**config.mk**
```make
export PLATFORM = sky130hd
export DESIGN_NAME = conv_line_feeder
export DESIGN_NICKNAME = d
export VERILOG_FILES = /design/src/rtl/conv_line_feeder.sv
export SDC_FILE = /design/constraint.sdc
export NUM_CORES = 1
export LEC_CHECK = 0
export CORE_MARGIN = 4
export CORE_UTILIZATION = 38
export CTS_CLUSTER_DIAMETER = 40
export DETAILED_ROUTE_END_ITERATION = 8
export PLACE_DENSITY = 0.49
export SYNTH_ARGS = -nofsm -noshare
export SYNTH_HDL_FRONTEND = slang
export SYNTH_SLANG_ARGS = --single-unit
```
**constraint.sdc**
```tcl
create_clock -name clk -period 9.02 [get_ports clk]
set_input_delay 0.902 -clock clk [delete_from_list [all_inputs] [get_ports clk]]
set_output_delay 0.902 -clock clk [all_outputs]
set_load 0.005 [all_outputs]
```
**src/rtl/conv_line_feeder.sv**
```systemverilog
// Row-band pixel feeder for the 3x3 convolution engine.
// Image row r always lives in row buffer slot r % 3, so a band advance only overwrites
// the slots of departing rows and reads simply continue from the previous address.
module conv_line_feeder #(
    parameter int unsigned BIT_DEPTH = 8,
    parameter int unsigned IMG_W     = 16,
    parameter int unsigned IMG_H     = 16,
    parameter int unsigned ADDR_W    = 8
) (
    input  logic                 clk,
    input  logic                 rst,
    input  logic                 start,
    input  logic [1:0]           stride,
    input  logic [ADDR_W-1:0]    base_addr,
    output logic                 mem_rd_en,
    output logic [ADDR_W-1:0]    mem_addr,
    input  logic [BIT_DEPTH-1:0] mem_rd_data,
    input  logic                 shift_buffer,
    output logic [BIT_DEPTH-1:0] in_l1,
    output logic [BIT_DEPTH-1:0] in_l2,
    output logic [BIT_DEPTH-1:0] in_l3,
    output logic                 col_valid,
    output logic                 busy,
    output logic                 frame_done,
    output logic                 underflow
);
    localparam int unsigned COL_W = (IMG_W > 1) ? $clog2(IMG_W) : 1;
    localparam int unsigned CNT_W = $clog2(3 * IMG_W + 1);
    localparam int unsigned TOP_W = $clog2(IMG_H) + 2;
    localparam logic [CNT_W-1:0] FILL_N   = CNT_W'(3 * IMG_W);
    localparam logic [COL_W-1:0] COL_LAST = COL_W'(IMG_W - 1);
    localparam logic [TOP_W-1:0] ROW_LAST = TOP_W'(IMG_H - 1);

    typedef enum logic [2:0] {StIdle, StFill, StStream, StRefill, StDone} state_e;

    state_e               state_q, state_d;
    logic [CNT_W-1:0]     cnt_q, cnt_d;
    logic [COL_W-1:0]     col_q, col_d;
    logic [TOP_W-1:0]     top_q, top_d;
    logic [1:0]           slot_q, slot_d;
    logic                 stride_q;
    logic [ADDR_W-1:0]    rd_addr_q, last_addr_q;
    logic [1:0]           rd_slot_q, wr_slot_q;
    logic [COL_W-1:0]     rd_col_q, wr_col_q;
    logic                 wr_en_q, underflow_q;
    logic [BIT_DEPTH-1:0] row_buf [3][IMG_W];

    logic             start_ok, rd_en, band_fits;
    logic [1:0]       step_top;
    logic [CNT_W-1:0] refill_n;
    // Only stride[1] selects the step; the LSB carries no meaning.
    logic             unused_stride_lsb;

    function automatic logic [1:0] slot_add(input logic [1:0] slot, input logic [1:0] inc);
        logic [2:0] sum;
        sum = {1'b0, slot} + {1'b0, inc};
        return (sum >= 3'd3) ? 2'(sum - 3'd3) : sum[1:0];
    endfunction

    assign unused_stride_lsb = stride[0];
    assign start_ok  = (state_q == StIdle) && start;
    assign step_top  = stride_q ? 2'd2 : 2'd1;
    assign refill_n  = stride_q ? CNT_W'(2 * IMG_W) : CNT_W'(IMG_W);
    assign band_fits = (top_q + TOP_W'(step_top) + TOP_W'(2)) <= ROW_LAST;
    assign rd_en     = ((state_q == StFill) && (cnt_q < FILL_N)) ||
                       ((state_q == StRefill) && (cnt_q < refill_n));

    assign mem_rd_en  = rd_en;
    assign mem_addr   = rd_en ? rd_addr_q : last_addr_q;
    assign col_valid  = (state_q == StStream);
    assign busy       = (state_q != StIdle);
    assign frame_done = (state_q == StDone);
    assign underflow  = underflow_q;
    assign in_l1 = col_valid ? row_buf[slot_q][col_q] : '0;
    assign in_l2 = col_valid ? row_buf[slot_add(slot_q, 2'd1)][col_q] : '0;
    assign in_l3 = col_valid ? row_buf[slot_add(slot_q, 2'd2)][col_q] : '0;

    // State register and band/column pointers.
    always_ff @(posedge clk or posedge rst) begin
        if (rst) begin
            state_q <= StIdle;
            cnt_q   <= '0;
            col_q   <= '0;
            top_q   <= '0;
            slot_q  <= '0;
        end else begin
            state_q <= state_d;
            cnt_q   <= cnt_d;
            col_q   <= col_d;
            top_q   <= top_d;
            slot_q  <= slot_d;
        end
    end

    // Next-state logic: fill, stream columns, refill new rows, finish.
    always_comb begin
        state_d = state_q;
        cnt_d   = cnt_q;
        col_d   = col_q;
        top_d   = top_q;
        slot_d  = slot_q;
        case (state_q)
            StIdle: begin
                if (start) begin
                    state_d = StFill;
                    cnt_d   = '0;
                end
            end
            StFill: begin
                cnt_d = cnt_q + CNT_W'(1);
                if (cnt_q == FILL_N) begin
                    state_d = StStream;
                    cnt_d   = '0;
                    col_d   = '0;
                    top_d   = '0;
                    slot_d  = '0;
                end
            end
            StStream: begin
                if (shift_buffer) begin
                    if (col_q != COL_LAST) begin
                        col_d = col_q + COL_W'(1);
                    end else if (band_fits) begin
                        state_d = StRefill;
                        cnt_d   = '0;
                    end else begin
                        state_d = StDone;
                    end
                end
            end
            StRefill: begin
                cnt_d = cnt_q + CNT_W'(1);
                if (cnt_q == refill_n) begin
                    state_d = StStream;
                    cnt_d   = '0;
                    col_d   = '0;
                    top_d   = top_q + TOP_W'(step_top);
                    slot_d  = slot_add(slot_q, step_top);
                end
            end
            StDone:  state_d = StIdle;
            default: state_d = StIdle;
        endcase
    end

    // Latch frame settings on start; walk the read address, slot and column per read.
    always_ff @(posedge clk or posedge rst) begin
        if (rst) begin
            stride_q    <= 1'b0;
            rd_addr_q   <= '0;
            last_addr_q <= '0;
            rd_slot_q   <= '0;
            rd_col_q    <= '0;
            wr_en_q     <= 1'b0;
            wr_slot_q   <= '0;
            wr_col_q    <= '0;
        end else begin
            wr_en_q   <= rd_en;
            wr_slot_q <= rd_slot_q;
            wr_col_q  <= rd_col_q;
            if (start_ok) begin
                stride_q  <= stride[1];
                rd_addr_q <= base_addr;
                rd_slot_q <= '0;
                rd_col_q  <= '0;
            end else if (rd_en) begin
                rd_addr_q   <= rd_addr_q + ADDR_W'(1);
                last_addr_q <= rd_addr_q;
                if (rd_col_q == COL_LAST) begin
                    rd_col_q  <= '0;
                    rd_slot_q <= slot_add(rd_slot_q, 2'd1);
                end else begin
                    rd_col_q <= rd_col_q + COL_W'(1);
                end
            end
        end
    end

    // Sticky underflow: consumer asked for a column when none was presented.
    always_ff @(posedge clk or posedge rst) begin
        if (rst) begin
            underflow_q <= 1'b0;
        end else if (start_ok) begin
            underflow_q <= 1'b0;
        end else if (shift_buffer && !col_valid) begin
            underflow_q <= 1'b1;
        end
    end

    // Capture each returned word into the slot/column it was read for.
    always_ff @(posedge clk) begin
        if (wr_en_q) begin
            row_buf[wr_slot_q][wr_col_q] <= mem_rd_data;
        end
    end

endmodule

```
==> impl_metrics.ini <==
[routing]
vias = 14500
top_layer_used = met4
wl_met2_microns = 33000
viasPerCell = 6.05
wl_met1_microns = 30800
first_iter_violations = 1366
routedWlPerCell_microns = 29.8
route.met3.wl_microns = 5370
ant_nets = 0
drt_pass1_iterations = 5
wl_microns = 71600
drc = 0

[clock_network]
numCtsBuffers = 76
cts_sinks = 436
post_cts_buffers = 0
cts.htree.levels = 3
hold_buffers = 0
clk-insertion-delay-late_ns = 0.60
root_buffer = clkbuf_16
cts_tree = yes
clk_pin_slew_ns = 0.05
post_cts_resized = 0
cts_buffer_depth = 3

[pwr]
p_sw_frac = 0.359
comb_power_share = 0.405
p_int_w = 0.00601
peakVddDrop_mv = 0.220
cellPowerDensity_nw_per_um2 = 347
clock_power_share = 0.321
power_frac_seq = 0.275
p_switching_w = 0.00337
power.static_leakage_nw = 9.04

[yosys]
ys_seq_area_frac = 0.555
syn_area_sq_um = 23100
synthDistinctLibCells = 66
synth_area_leader_cell = edfxtp_1
syn_nets = 1543
synthFlopType = edfxtp_1
ys_ff_latch = 436
ys_warn_count = 0
netlist_top_cells_area = edfxtp_1 (50%), mux4_2 (23%), dfrtp_1 (5.6%)
yosys.area.top_type_share = 0.498
synth_area_per_cell_sq_um = 15.4
synth_edf_count = 384
syn_inst = 1505
ys_async_sr_fraction = 0.119

[placement]
gp_congestion = 0.855
placed_cells = 2261
placed_area_sq_um = 24300
portBuffers = 57
dp_hpwl_microns = 46400

[die]
die_w_microns = 255
die_area_sq_um = 64900
rows = 90
start_util = 0.383
core-area_sq_um = 60400
ios = 59
fp.dieH_microns = 255

[critical_path]
arrival_ns = 5.13
worstSetupEndpointType = primary output
r2r_slack_ns = 5.60
start_kind = register
critical_path.max_fanout = 21
setup.worst_path.class = register to primary output
reg2regPathDepth = 6
required_ns = 8.12

[global_routing]
grt_max_degree = 108
grt_pass1_vias = 14500
overflow = 0
antenna_found_initial = 1
grt_util_all_layers = 0.222
grt_pass1_wl_microns = 103000

[sta]
finalHoldViolCount = 0
slew_viol_final = 0
slew_headroom = 0.164
tightest_slew_ns = 1.25
period_share = 0.669
fin_crit_ns = 6.03
tns_ns = 0
rsz0062_at_grt = no
hold_slack_ns = 0.406
fmax_ghz = 0.166
setup_viol = 0
clock_skew_ns = 0.0227

[worst_hold_path]
holdCritPathClass = register to register
min_path_cells = 0

[layout]
final_core_util = 0.447
nFillCells = 5346
area_growth_pct = 16.7
nets = 1595
diodes = 0
drive_above_1_share = 0.290
final_cell_mix = edfxtp_1 (384), mux4_2 (236), nand2_1 (144)
fin_area_sq_um = 27000
fin_cells = 2401
final_common_cell = edfxtp_1

[run]
drv_cap = 0

[status]
outcome = completed
stage by stage:
stage                     power, W  setup slack, ns
after floorplan            0.00512             5.05
after global placement     0.00637             3.70
final                      0.00937             2.99
after CTS                  0.00942             3.04
after global routing       0.00978             2.98
after detailed placement   0.00639             3.71
synthesized netlist by cell type (10+ instances only):
| library cell | n |
|---|---|
| nand3_1 | 33 |
| dfrtp_1 | 52 |
| o21ai_1 | 11 |
| ha_1 | 14 |
| and3_1 | 10 |
| inv_1 | 16 |
| buf_4 | 18 |
| o21ai_0 | 42 |
| clkbuf_1 | 38 |
| mux4_2 | 236 |
| mux2_2 | 53 |
| nand2_1 | 144 |
| a21oi_1 | 60 |
| buf_6 | 10 |
| nor2_1 | 120 |
| mux2i_1 | 41 |
| nor2b_1 | 10 |
| edfxtp_1 | 384 |
| buf_2 | 40 |
| a211oi_1 | 13 |
| nor3_1 | 23 |
sequential cells by signal, indices dropped and copies added, names as in the netlist:
name,flops
state_q,3
underflow,1
wr_slot_q,2
rd_slot_q,2
slot_q,2
rd_col_q,4
top_q,6
last_addr_q,8
wr_col_q,4
cnt_q,6
rd_addr_q,8
wr_en_q,1
stride_q,1
col_q,4
row_buf,384
power by group through the flow:
stage          combinational, W  sequential (W)  clock (W)
3_5_place_dp            0.00377         0.00261          0
4_1_cts                 0.00379         0.00257    0.00306
2_1_floorplan           0.00263         0.00249          0
6_report                0.00379         0.00257    0.00301
5_1_grt                 0.00403         0.00260    0.00316
3_3_place_gp            0.00376         0.00260          0
routing by layer:
metal  global-route usage  up-vias
li1                     -     6222
met1                0.315     7650
met2                0.341      548
met3               0.0467      115
met4               0.0815        0
met5                    0        -
cell families (layout without fill, tap and decap cells):
group / Yosys count / in the layout / share of synthesized area
compound gates: 211 / 211 / 0.0600
xor+xnor: 12 / 12 / 0.00454
fa+ha+maj: 16 / 16 / 0.00930
buf+inv: 133 / 247 / 0.0299
flops: 436 / 436 / 0.555
mux: 331 / 331 / 0.274
simple gates: 366 / 366 / 0.0677
critical path, stage by stage, from the launching register on:
cell and delay [ns]:
dfrtp_4 0.68, ha_1 1.02, inv_2 0.63, mux4_2 0.37, nor2_1 0.06, a211oi_1 0.67, a22oi_1 0.17, o21ai_1 0.30
clkdlybuf4s50_1 0.58
final timing paths:
kind | startpoint | to
setup / recovery | slot_q[0] | in_l2[6]
setup reg to reg | state_q[0] | rd_addr_q[7]
hold / removal | rd_slot_q[1] | wr_slot_q[1]
hold reg to reg | rd_slot_q[1] | wr_slot_q[1]
min in group asynchronous | rst | rd_addr_q[5]
max in group asynchronous | rst | col_q[0]
area by class of cell:
type / count / area, sq um / share of cell area
multi-input combinational: 936 / 9620 / 0.357
inverter: 21 / 78.8 / 0.00292
clock inverter: 55 / 692 / 0.0256
sequential: 436 / 12800 / 0.476
clock buffer: 85 / 1980 / 0.0733
timing repair buffer: 86 / 798 / 0.0296
tap: 782 / 978 / 0.0363
(Power assumes the default switching activity.)
